==> src/rtl/uart_digit_tx.sv <==
// UART transmitter for the lab5 digit bank: sends the packed digits as 8N1 frames,
// two digits per byte, most significant byte first, with optional idle gap between frames.
module uart_digit_tx #(
    parameter int CLKS_PER_BIT = 10,
    parameter int NUM_BYTES    = 4,
    parameter int GAP_BITS     = 1
) (
    input  logic                   iclk,
    input  logic                   reset_n,
    input  logic                   trig,
    input  logic [8*NUM_BYTES-1:0] digits,
    output logic                   uart_tx,
    output logic                   busy,
    output logic                   done
);

    localparam int BUF_W   = 8 * NUM_BYTES;
    // GAP_CYC is clamped to 1 so the counter and compare value stay well-formed when GAP_BITS=0
    localparam int GAP_CYC = (GAP_BITS > 0) ? CLKS_PER_BIT * GAP_BITS : 1;
    localparam int CNT_MAX = (GAP_CYC > CLKS_PER_BIT) ? GAP_CYC : CLKS_PER_BIT;
    localparam int CNT_W   = $clog2(CNT_MAX + 1);
    localparam int BYTE_W  = $clog2(NUM_BYTES + 1);

    localparam logic [CNT_W-1:0]  BIT_END   = CNT_W'(CLKS_PER_BIT - 1);
    localparam logic [CNT_W-1:0]  GAP_END   = CNT_W'(GAP_CYC - 1);
    localparam logic [BYTE_W-1:0] LAST_BYTE = BYTE_W'(NUM_BYTES - 1);

    typedef enum logic [2:0] {
        IDLE,
        START,
        DATA,
        STOP,
        GAP
    } state_t;

    state_t              state;
    state_t              state_next;
    logic                trig_q;
    logic [CNT_W-1:0]    bit_cnt;
    logic [CNT_W-1:0]    bit_cnt_next;
    logic [2:0]          bit_idx;
    logic [2:0]          bit_idx_next;
    logic [BYTE_W-1:0]   byte_idx;
    logic [BYTE_W-1:0]   byte_idx_next;
    logic [BUF_W-1:0]    shift_buf;
    logic [BUF_W-1:0]    shift_buf_next;
    logic                tx_next;
    logic                busy_next;
    logic                done_next;
    logic [7:0]          cur_byte;
    logic                accept;
    logic                bit_end;

    // The byte on the wire is always the top byte of the snapshot; it shifts up after each stop bit.
    assign cur_byte = shift_buf[BUF_W-1 -: 8];
    assign accept   = trig && !trig_q && (state == IDLE);
    assign bit_end  = (bit_cnt == BIT_END);

    always_ff @(posedge iclk or negedge reset_n) begin
        if (!reset_n) begin
            state     <= IDLE;
            trig_q    <= 1'b0;
            bit_cnt   <= '0;
            bit_idx   <= '0;
            byte_idx  <= '0;
            shift_buf <= '0;
            uart_tx   <= 1'b1;
            busy      <= 1'b0;
            done      <= 1'b0;
        end else begin
            state     <= state_next;
            trig_q    <= trig;
            bit_cnt   <= bit_cnt_next;
            bit_idx   <= bit_idx_next;
            byte_idx  <= byte_idx_next;
            shift_buf <= shift_buf_next;
            uart_tx   <= tx_next;
            busy      <= busy_next;
            done      <= done_next;
        end
    end

    // Next-state logic also computes the next line level, so uart_tx comes straight from a flop.
    always_comb begin
        state_next     = state;
        bit_cnt_next   = bit_cnt;
        bit_idx_next   = bit_idx;
        byte_idx_next  = byte_idx;
        shift_buf_next = shift_buf;
        tx_next        = uart_tx;
        busy_next      = busy;
        done_next      = 1'b0;

        case (state)
            IDLE: begin
                if (accept) begin
                    state_next     = START;
                    shift_buf_next = digits;
                    bit_cnt_next   = '0;
                    bit_idx_next   = '0;
                    byte_idx_next  = '0;
                    tx_next        = 1'b0;
                    busy_next      = 1'b1;
                end
            end

            START: begin
                if (bit_end) begin
                    state_next   = DATA;
                    bit_cnt_next = '0;
                    bit_idx_next = '0;
                    tx_next      = cur_byte[0];
                end else begin
                    bit_cnt_next = bit_cnt + CNT_W'(1);
                end
            end

            DATA: begin
                if (bit_end) begin
                    bit_cnt_next = '0;
                    if (bit_idx == 3'd7) begin
                        state_next = STOP;
                        tx_next    = 1'b1;
                    end else begin
                        bit_idx_next = bit_idx + 3'd1;
                        tx_next      = cur_byte[bit_idx + 3'd1];
                    end
                end else begin
                    bit_cnt_next = bit_cnt + CNT_W'(1);
                end
            end

            STOP: begin
                if (bit_end) begin
                    bit_cnt_next = '0;
                    if (byte_idx == LAST_BYTE) begin
                        state_next = IDLE;
                        busy_next  = 1'b0;
                        done_next  = 1'b1;
                        tx_next    = 1'b1;
                    end else begin
                        byte_idx_next  = byte_idx + BYTE_W'(1);
                        shift_buf_next = shift_buf << 8;
                        if (GAP_BITS > 0) begin
                            state_next = GAP;
                            tx_next    = 1'b1;
                        end else begin
                            state_next = START;
                            tx_next    = 1'b0;
                        end
                    end
                end else begin
                    bit_cnt_next = bit_cnt + CNT_W'(1);
                end
            end

            GAP: begin
                if (bit_cnt == GAP_END) begin
                    state_next   = START;
                    bit_cnt_next = '0;
                    tx_next      = 1'b0;
                end else begin
                    bit_cnt_next = bit_cnt + CNT_W'(1);
                end
            end

            default: begin
                state_next = IDLE;
                tx_next    = 1'b1;
                busy_next  = 1'b0;
            end
        endcase
    end

endmodule

==> config.mk <==
export PLATFORM = sky130hd
export DESIGN_NAME = uart_digit_tx
export DESIGN_NICKNAME = d
export VERILOG_FILES = /design/src/rtl/uart_digit_tx.sv
export SDC_FILE = /design/constraint.sdc
export NUM_CORES = 1
export LEC_CHECK = 0
export CORE_MARGIN = 2
export CORE_UTILIZATION = 49
export CTS_CLUSTER_DIAMETER = 100
export DETAILED_ROUTE_END_ITERATION = 7
export MAX_ROUTING_LAYER = met4
export PLACE_DENSITY = 0.76
export SYNTH_ARGS = -nofsm -noshare
export SYNTH_HDL_FRONTEND = slang
export SYNTH_SLANG_ARGS = --single-unit
==> constraint.sdc <==
create_clock -name iclk -period 1.7 [get_ports iclk]
set_input_delay 0.34 -clock iclk [delete_from_list [all_inputs] [get_ports iclk]]
set_output_delay 0.34 -clock iclk [all_outputs]
set_load 0.01 [all_outputs]
==> results of run 1 <==
cell type report:
type / instances / area [um^2]
Clock buffer: 7 / 86.33
Clock inverter: 1 / 30.03
Fill cell: 359 / 1436
Inverter: 13 / 48.80
Multi-Input combinational cell: 147 / 1466
Sequential cell: 49 / 1227
Tap cell: 70 / 87.58
Timing Repair Buffer: 74 / 757.0
power by group:
part           total (mW)  leakage, nW  internal (mW)  switching [mW]
Clock               0.865       0.0585          0.480           0.385
Combinational        2.57        0.942           1.54            1.02
Sequential           1.94        0.608           1.66           0.285
Total                5.37         1.61           3.68            1.69
Yosys cell counts (2+ instances only):
library cell / n
a21oi_1: 6
buf_6: 2
o21a_1: 2
a21boi_0: 2
nor2_1: 10
inv_1: 13
mux4_2: 2
nand2_1: 15
dfrtp_1: 48
ha_1: 4
nand2b_1: 3
buf_2: 5
o21ai_0: 5
o31ai_1: 3
nand4b_1: 3
nand3_1: 5
clkbuf_1: 6
o22ai_1: 2
mux2_2: 52
mux2i_1: 10
nor3b_1: 2
state kept, by name, indices dropped and copies added, names as in the netlist:
name / count
shift_buf: 32
bit_cnt: 4
bit_idx: 3
byte_idx: 3
state: 3
busy: 1
done: 1
trig_q: 1
uart_tx: 1
worst max-delay path by stage:
stage / from / end / cells after the start / slack (ns)
5_1_grt: byte_idx[0] / shift_buf[24] / 7 / -0.20
6_report: byte_idx[0] / shift_buf[24] / 7 / -0.16
3_5_place_dp: trig / shift_buf[15] / 6 / -0.43
2_1_floorplan: byte_idx[0] / byte_idx[2] / 6 / -0.13
3_3_place_gp: trig / shift_buf[22] / 6 / -0.32
4_1_cts: byte_idx[0] / shift_buf[31] / 6 / -0.19
cell families (layout without fill, tap and decap cells):
| logic type | count (synthesis) | count (layout) |
|---|---|---|
| AOI/OAI and AO/OA | 30 | 30 |
| xor gates and xnor gates | 2 | 2 |
| adders and majority gates | 4 | 4 |
| buffers and inverters | 27 | 95 |
| DFF | 49 | 49 |
| muxes | 64 | 64 |
| and+or+nand+nor | 47 | 47 |
layer usage:
| layer | vias up | part of all wire |
|---|---|---|
| li1 | 927 | - |
| met1 | 997 | 0.44 |
| met2 | 43 | 0.51 |
| met3 | 5 | 0.035 |
| met4 | 0 | 0.0078 |
| met5 | - | 0 |
placed cells by master, fill, tap and decap left out, types with 2 or more instances in the layout:
cell             netlist  layout
a21boi_0               2       2
a21oi_1                6       6
a21oi_4                1       2
buf_12                 0       4
buf_4                  1      24
buf_6                  2       6
clkbuf_16              0       2
clkbuf_8               0       6
clkdlybuf4s50_1        0      35
dfrtp_1               48      48
ha_2                   0       2
ha_4                   0       2
inv_1                 13      13
mux2_2                52      25
mux2_4                 0      27
mux2i_1               10      10
mux4_2                 2       2
nand2_1               15      15
nand2b_1               3       3
nand3_1                5       4
nand4b_1               3       3
nor2_1                10       8
o21a_1                 2       2
o21ai_0                5       4
o22ai_1                2       2
repair_timing:
action | CTS | global route
cloned | 0 | 3
buffers inserted | 6 | 2
hold buffers | 0 | 0
endpoints found under the setup margin | 35 | 39
pin swaps | 3 | 6
resized for setup | 10 | 42
==> impl_metrics.prom, run 1 <==
# TYPE chip_impl_metric gauge
chip_impl_metric{name="power.static_leakage",unit="nW"} 1.608
chip_impl_metric{name="max_clock_freq",unit="MHz"} 537.0
chip_impl_metric{name="maximum_count_of_clock_buffers_along_a_single_path",unit=""} 2
chip_impl_metric{name="synthesis.area",unit="um^2"} 2618
chip_impl_metric{name="max_fo_critical_path",unit=""} 8
chip_impl_metric{name="timing.setup.tns",unit="ns"} -4.337
chip_impl_info{name="worst_path_dominant_cell_family",value="flip-flops"} 1
chip_impl_info{name="yosys-top-cells-area",value="dfrtp_1 46%, mux2_2 22%, mux2i_1 3.8%"} 1
chip_impl_info{name="crit_path_start_kind",value="flip-flop"} 1
chip_impl_metric{name="dp_worst_setup_slack",unit="ns"} -0.4284
chip_impl_metric{name="drcViolationCount",unit=""} 0
chip_impl_metric{name="reg2regPathDepth",unit=""} 7
chip_impl_metric{name="route.antenna.remaining_nets",unit=""} 0
chip_impl_info{name="clockRootBuffer",value="clkbuf_8"} 1
chip_impl_metric{name="dieHeight",unit="um"} 77.09
chip_impl_metric{name="avgRoutedWirePerCell",unit="um"} 16.35
chip_impl_metric{name="core_area",unit="um^2"} 5140
chip_impl_metric{name="powerDensity",unit="nW/um^2"} 1451
chip_impl_metric{name="die_width",unit="um"} 77.09
chip_impl_metric{name="critPathMaxStageDelay",unit="ns"} 0.40
chip_impl_metric{name="number_of_antenna_violations_at_the_first_check_in_global_routing",unit=""} 0
chip_impl_metric{name="syn_to_final_growth",unit="%"} 41.49
chip_impl_metric{name="via_count_of_the_first_global_routing_pass",unit=""} 1947
chip_impl_metric{name="globalRouteMet1Util",unit=""} 0.2489
chip_impl_info{name="hold_path_class",value="in -> async"} 1
chip_impl_metric{name="numPlacedInstances",unit=""} 342
chip_impl_info{name="timing.rr.end",value="shift_buf[24]"} 1
chip_impl_metric{name="synth.net_count",unit=""} 262
chip_impl_metric{name="period_minus_slack",unit="ns"} 1.862
chip_impl_info{name="synth_top_family_by_area",value="multiplexers"} 1
chip_impl_metric{name="finalNetCount",unit=""} 329
chip_impl_info{name="top_usage_layer",value="met2"} 1
chip_impl_metric{name="gp_congestion",unit=""} 0.8239
chip_impl_metric{name="worst_slew_margin_rel",unit=""} 0.6490
chip_impl_info{name="tritoncts",value="built"} 1
chip_impl_metric{name="simple_logic_cell_fraction_of_the_synthesized_area",unit=""} 0.09799
chip_impl_info{name="setup.worst_path.class",value="reg -> reg"} 1
chip_impl_metric{name="first_pass_iteration_count_of_the_detailed_router",unit=""} 4
chip_impl_metric{name="edff_count_synth",unit=""} 0
chip_impl_metric{name="drv_cap",unit=""} 0
chip_impl_metric{name="insertion_delay",unit="ns"} 0.30
chip_impl_metric{name="skew",unit="ns"} 0.01398
chip_impl_metric{name="overflow_left_after_global_routing",unit=""} 0
chip_impl_info{name="worst_r2r_startpoint",value="byte_idx[0]"} 1
chip_impl_metric{name="via_count",unit=""} 1972
chip_impl_metric{name="hold_slack",unit="ns"} 0.002278
chip_impl_metric{name="drive_gt1_frac",unit=""} 0.3952
chip_impl_metric{name="slew_viol_final",unit=""} 0
chip_impl_metric{name="power.total",unit="mW"} 5.374
chip_impl_metric{name="postSynthCellCount",unit=""} 223
chip_impl_metric{name="synth_cell_type_count",unit=""} 44
chip_impl_metric{name="setup_viol",unit=""} 32
chip_impl_metric{name="finalWirelength",unit="mm"} 5.903
chip_impl_info{name="crit_path_end_kind",value="flip-flop"} 1
chip_impl_info{name="unrepaired_setup_endpoints_after_global_routing",value="true"} 1
chip_impl_metric{name="ioPinCount",unit=""} 38
chip_impl_metric{name="syn_avg_cell_area",unit="um^2"} 11.74
chip_impl_metric{name="layout.cells.non_filler",unit=""} 361
chip_impl_metric{name="synth-seq-area-share",unit=""} 0.4689
chip_impl_metric{name="dpl.hpwl",unit="mm"} 3.677
chip_impl_metric{name="worstPathArrival",unit="ns"} 2.05
chip_impl_metric{name="tightest_slew",unit="ns"} 0.5265
chip_impl_metric{name="grt_use_met3",unit=""} 0.03765
chip_impl_metric{name="ir_drop_worst_vdd",unit="V"} 0.0007949
chip_impl_metric{name="yosys-mux-area-fraction",unit=""} 0.2792
chip_impl_metric{name="critical_path_buf_inv_count",unit=""} 2
chip_impl_metric{name="setup.reg_to_reg.worst_slack",unit="ns"} -0.16
chip_impl_metric{name="synth_top_area_share",unit=""} 0.4589
chip_impl_metric{name="warnings_synthesis",unit=""} 0
chip_impl_metric{name="antennaDiodeCount",unit=""} 0
chip_impl_metric{name="cts.reportedPaths.clkPinSlew",unit="ns"} 0.10
chip_impl_metric{name="via_per_inst",unit=""} 5.463
chip_impl_metric{name="port_buf_inserts",unit=""} 37
chip_impl_info{name="synthFlopType",value="dfrtp_1"} 1
chip_impl_metric{name="post_synth_xor_xnor_area",unit=""} 0.006692
chip_impl_info{name="synth_top_area_cell",value="dfrtp_1"} 1
chip_impl_metric{name="placement.cell_area",unit="um^2"} 3241
chip_impl_metric{name="grt_max_degree",unit=""} 35
chip_impl_metric{name="cts_max_level",unit=""} 2
chip_impl_metric{name="timing.final.crit_share",unit=""} 1.095
chip_impl_metric{name="std_cell_rows",unit=""} 26
chip_impl_info{name="failed_checks",value="negative setup slack"} 1
chip_impl_metric{name="final-hold-violation-count",unit=""} 0
chip_impl_metric{name="async_reset_ff_frac",unit=""} 1.000
chip_impl_metric{name="dieArea",unit="um^2"} 5943
chip_impl_metric{name="grt_first_pass_wirelength",unit="mm"} 9.121
chip_impl_metric{name="final_core_util",unit=""} 0.7205
chip_impl_metric{name="grt.total_usage",unit=""} 0.1974
chip_impl_metric{name="tritoncts_num_sinks",unit=""} 49
chip_impl_metric{name="groute.layer.met2.usage",unit=""} 0.3281
chip_impl_metric{name="postLayoutCellArea",unit="um^2"} 3704
chip_impl_metric{name="initial_utilization",unit=""} 0.5093
chip_impl_metric{name="dr.first_iter.drc_count",unit=""} 184
chip_impl_metric{name="worst_endpoint_required_time",unit="ns"} 1.89
chip_impl_info{name="run_status",value="finished, violations left"} 1
chip_impl_metric{name="yosys_register_bits",unit=""} 49
chip_impl_metric{name="final.setup.worst_slack",unit="ns"} -0.1620
chip_impl_info{name="critical-path-slowest-cell",value="dfrtp_1"} 1
chip_impl_metric{name="adder_and_majority_gate_portion_of_the_synthesized_area",unit=""} 0.01912
chip_impl_metric{name="tritoncts.num_buffers",unit=""} 5
chip_impl_metric{name="synth_compound_gate_area_share",unit=""} 0.07983
chip_impl_info{name="critical_path.cell_chain",value="ha_2 -> ha_4 -> nand4b_1 -> a21oi_4 -> buf_12 -> clkbuf_16 -> mux2_4"} 1
(Power assumes the default switching activity.)
==> run 2: changes to the inputs <==
--- a/config.mk
+++ b/config.mk
@@ -8,6 +8,7 @@
 export CORE_MARGIN = 2
 export CORE_UTILIZATION = 49
 export CTS_CLUSTER_DIAMETER = 100
+export CTS_CLUSTER_SIZE = 30
 export DETAILED_ROUTE_END_ITERATION = 7
 export MAX_ROUTING_LAYER = met4
 export PLACE_DENSITY = 0.76
==> results of run 2 <==
The final DEF is identical to that of run 1; final timing and power are the same.
==> run 3: changes to the inputs <==
--- a/config.mk
+++ b/config.mk
@@ -5,6 +5,7 @@
 export SDC_FILE = /design/constraint.sdc
 export NUM_CORES = 1
 export LEC_CHECK = 0
+export CORE_ASPECT_RATIO = 1.25
 export CORE_MARGIN = 2
 export CORE_UTILIZATION = 49
 export CTS_CLUSTER_DIAMETER = 100
==> run 3 against run 2 <==
Compared with the run above:
- utilization down 7.1 points
- hold slack better by 0.014 ns
- critical path type unchanged
- the run still ends with negative setup slack left
- sequential share of layout area up 3.8 points
- critical endpoint is now shift_buf[30]
==> impl_metrics.prom, run 3 (same netlist as run 1, synthesis figures left out) <==
# TYPE chip_impl_metric gauge
chip_impl_info{name="tritoncts",value="built"} 1
chip_impl_info{name="critical_path.cell_chain",value="ha_2 -> ha_4 -> nand4b_1 -> a21oi_4 -> buf_12 -> mux2_2"} 1
chip_impl_info{name="largestRegisters",value="shift_buf x32, bit_cnt x4"} 1
chip_impl_info{name="critPathLaunch",value="byte_idx[1]"} 1
chip_impl_metric{name="antennaDiodeCount",unit=""} 0
chip_impl_metric{name="p_int",unit="mW"} 3.173
chip_impl_info{name="setup.worst_path.class",value="reg -> reg"} 1
chip_impl_metric{name="worstPathArrival",unit="ns"} 2.04
chip_impl_metric{name="max_clock_freq",unit="MHz"} 541.7
chip_impl_metric{name="dieHeight",unit="um"} 85.72
chip_impl_info{name="unrepaired_setup_endpoints_after_global_routing",value="true"} 1
chip_impl_metric{name="via_count",unit=""} 1860
chip_impl_metric{name="worst_endpoint_required_time",unit="ns"} 1.89
chip_impl_info{name="worst_path_dominant_cell_family",value="flip-flops"} 1
chip_impl_metric{name="grt_first_pass_wirelength",unit="mm"} 9.177
chip_impl_info{name="hold_path_class",value="in -> async"} 1
chip_impl_metric{name="slew_viol_final",unit=""} 0
chip_impl_metric{name="seq_power_share",unit=""} 0.402
chip_impl_metric{name="p_sw",unit="mW"} 1.534
chip_impl_metric{name="cts_max_level",unit=""} 2
chip_impl_metric{name="worst_slew_margin_rel",unit=""} 0.7479
chip_impl_metric{name="globalRouteMet1Util",unit=""} 0.2413
chip_impl_info{name="timing.rr.end",value="shift_buf[30]"} 1
chip_impl_metric{name="overflow_left_after_global_routing",unit=""} 0
chip_impl_metric{name="dieArea",unit="um^2"} 5946
chip_impl_metric{name="timing.setup.tns",unit="ns"} -4.294
chip_impl_metric{name="setup_viol",unit=""} 34
chip_impl_info{name="critical-path-slowest-cell",value="dfrtp_1"} 1
chip_impl_metric{name="placement.cell_area",unit="um^2"} 3218
chip_impl_info{name="clockRootBuffer",value="clkbuf_8"} 1
chip_impl_metric{name="period_minus_slack",unit="ns"} 1.846
chip_impl_metric{name="syn_to_final_growth",unit="%"} 26.91
chip_impl_metric{name="dr.first_iter.drc_count",unit=""} 113
chip_impl_metric{name="number_of_antenna_violations_at_the_first_check_in_global_routing",unit=""} 0
chip_impl_metric{name="postLayoutCellArea",unit="um^2"} 3322
chip_impl_metric{name="largest_reg_flops",unit=""} 32
chip_impl_metric{name="grt_max_degree",unit=""} 35
chip_impl_info{name="endpoint",value="shift_buf[30]"} 1
chip_impl_metric{name="tritoncts_num_sinks",unit=""} 49
chip_impl_metric{name="maximum_count_of_clock_buffers_along_a_single_path",unit=""} 2
chip_impl_metric{name="skew",unit="ns"} 0.005876
chip_impl_metric{name="hold_slack",unit="ns"} 0.01640
chip_impl_metric{name="gp_congestion",unit=""} 0.7893
chip_impl_metric{name="port_buf_inserts",unit=""} 37
chip_impl_metric{name="final.setup.worst_slack",unit="ns"} -0.1461
chip_impl_metric{name="cts_post_setup_buffers_inserted",unit=""} 0
chip_impl_metric{name="setup.reg_to_reg.worst_slack",unit="ns"} -0.15
chip_impl_metric{name="critPathMaxStageDelay",unit="ns"} 0.40
chip_impl_metric{name="core_area",unit="um^2"} 5116
chip_impl_info{name="run_status",value="finished, violations left"} 1
chip_impl_metric{name="die_width",unit="um"} 69.37
chip_impl_metric{name="cts.reportedPaths.clkPinSlew",unit="ns"} 0.09
chip_impl_metric{name="via_per_inst",unit=""} 5.439
chip_impl_metric{name="fillerInstances",unit=""} 400
chip_impl_metric{name="powerDensity",unit="nW/um^2"} 1417
chip_impl_metric{name="switching_share",unit=""} 0.3259
chip_impl_metric{name="initial_utilization",unit=""} 0.5116
chip_impl_metric{name="timing.final.crit_share",unit=""} 1.086
chip_impl_metric{name="std_cell_rows",unit=""} 29
chip_impl_info{name="crit_path_start_kind",value="flip-flop"} 1
chip_impl_metric{name="avgRoutedWirePerCell",unit="um"} 15.16
chip_impl_metric{name="tritoncts.num_buffers",unit=""} 5
chip_impl_info{name="largest-register",value="shift_buf"} 1
chip_impl_metric{name="critical_path_buf_inv_count",unit=""} 1
chip_impl_metric{name="via_count_of_the_first_global_routing_pass",unit=""} 1996
chip_impl_metric{name="dpl.hpwl",unit="mm"} 3.668
chip_impl_info{name="failed_checks",value="negative setup slack"} 1
chip_impl_metric{name="ir_drop_worst_vdd",unit="V"} 0.0007548
chip_impl_metric{name="share_clk_of_total_power",unit=""} 0.145
chip_impl_metric{name="grt.total_usage",unit=""} 0.2004
chip_impl_metric{name="reg2regPathDepth",unit=""} 6
chip_impl_metric{name="groute.layer.met2.usage",unit=""} 0.3330
chip_impl_metric{name="grt_use_met3",unit=""} 0.03290
chip_impl_metric{name="tightest_slew",unit="ns"} 0.3781
chip_impl_info{name="final_cell_mix",value="52 x mux2_2, 48 x dfrtp_1, 35 x clkdlybuf4s50_1"} 1
chip_impl_metric{name="finalWirelength",unit="mm"} 5.186
chip_impl_info{name="mostFrequentLayoutCell",value="mux2_2"} 1
chip_impl_metric{name="ioPinCount",unit=""} 38
chip_impl_metric{name="drive_gt1_frac",unit=""} 0.3500
chip_impl_metric{name="cp.depth",unit=""} 6
chip_impl_metric{name="drcViolationCount",unit=""} 0
chip_impl_metric{name="insertion_delay",unit="ns"} 0.30
chip_impl_metric{name="finalNetCount",unit=""} 318
chip_impl_metric{name="p_comb_frac",unit=""} 0.452
chip_impl_metric{name="route.antenna.remaining_nets",unit=""} 0
chip_impl_metric{name="first_pass_iteration_count_of_the_detailed_router",unit=""} 4
chip_impl_metric{name="drv_cap",unit=""} 0
chip_impl_metric{name="final-hold-violation-count",unit=""} 0
chip_impl_metric{name="power.static_leakage",unit="nW"} 1.433
chip_impl_metric{name="max_fo_critical_path",unit=""} 23
chip_impl_info{name="worst_r2r_startpoint",value="byte_idx[1]"} 1
chip_impl_info{name="crit_path_end_kind",value="flip-flop"} 1
chip_impl_info{name="top_usage_layer",value="met2"} 1
==> run 3: metrics by stage <==
step,util,instances,power (mW),worst slack (ns)
finish,0.6493,342,4.707,-0.1461
detailed placement,0.6290,334,4.069,-0.3867
global placement,0.6290,334,3.979,-0.3712
global route,0.6493,342,5.082,-0.2214
CTS,0.6493,342,4.759,-0.1491
floorplan,-,223,3.367,-0.1295
==> run 3: worst reg2reg max path, delay by kind of cell, from the launching register on <==
family                   cells  cell delay (ns)
flip-flops                   1             0.40
adder cells (fa/ha/maj)      2             0.35
multiplexers                 1             0.35
AND/OR/NAND/NOR              1             0.22
AO/OA/AOI/OAI                1             0.22
buffers and inverters        1             0.19
==> run 3: power groups by stage <==
| stage | registers [mW] | logic (mW) | clock network (mW) |
|---|---|---|---|
| final | 1.89 | 2.13 | 0.684 |
| after global routing | 1.97 | 2.37 | 0.748 |
| after CTS | 1.90 | 2.15 | 0.712 |
| after detailed placement | 1.92 | 2.14 | 0 |
| after global placement | 1.89 | 2.08 | 0 |
| after floorplan | 1.89 | 1.48 | 0 |
==> run 3: cell type report <==
type                    count  area [um^2]  share of cell area
clock buffers               5        68.82             0.02072
clock inverters             3        17.52            0.005273
inverters                  13        48.80             0.01469
multi-input cells         147         1297              0.3906
flip-flops and latches     49         1227              0.3695
well taps                  62        77.57             0.02335
repair buffers             63        584.3              0.1759
==> run 3: repair_timing <==
item,CTS,global route
resized for setup,3,0
hold buffers,0,0
endpoints found under the setup margin,36,36
==> run 3: worst min-delay path by stage <==
stage	from	to	slack, ns	cells after the start
after floorplan	reset_n	bit_cnt[0]	0.04	0
after global placement	reset_n	shift_buf[15]	0.34	2
after detailed placement	reset_n	shift_buf[7]	0.35	2
after CTS	reset_n	shift_buf[7]	0.02	2
after global routing	reset_n	shift_buf[7]	0.03	2
final	reset_n	shift_buf[7]	0.02	2
==> run 3: routing by layer <==
| metal | vias up | wire length (um) |
|---|---|---|
| met4 | 0 | 112 |
| met2 | 28 | 2676 |
| met3 | 8 | 123 |
| li1 | 904 | - |
| met1 | 920 | 2274 |
| met5 | - | 0 |
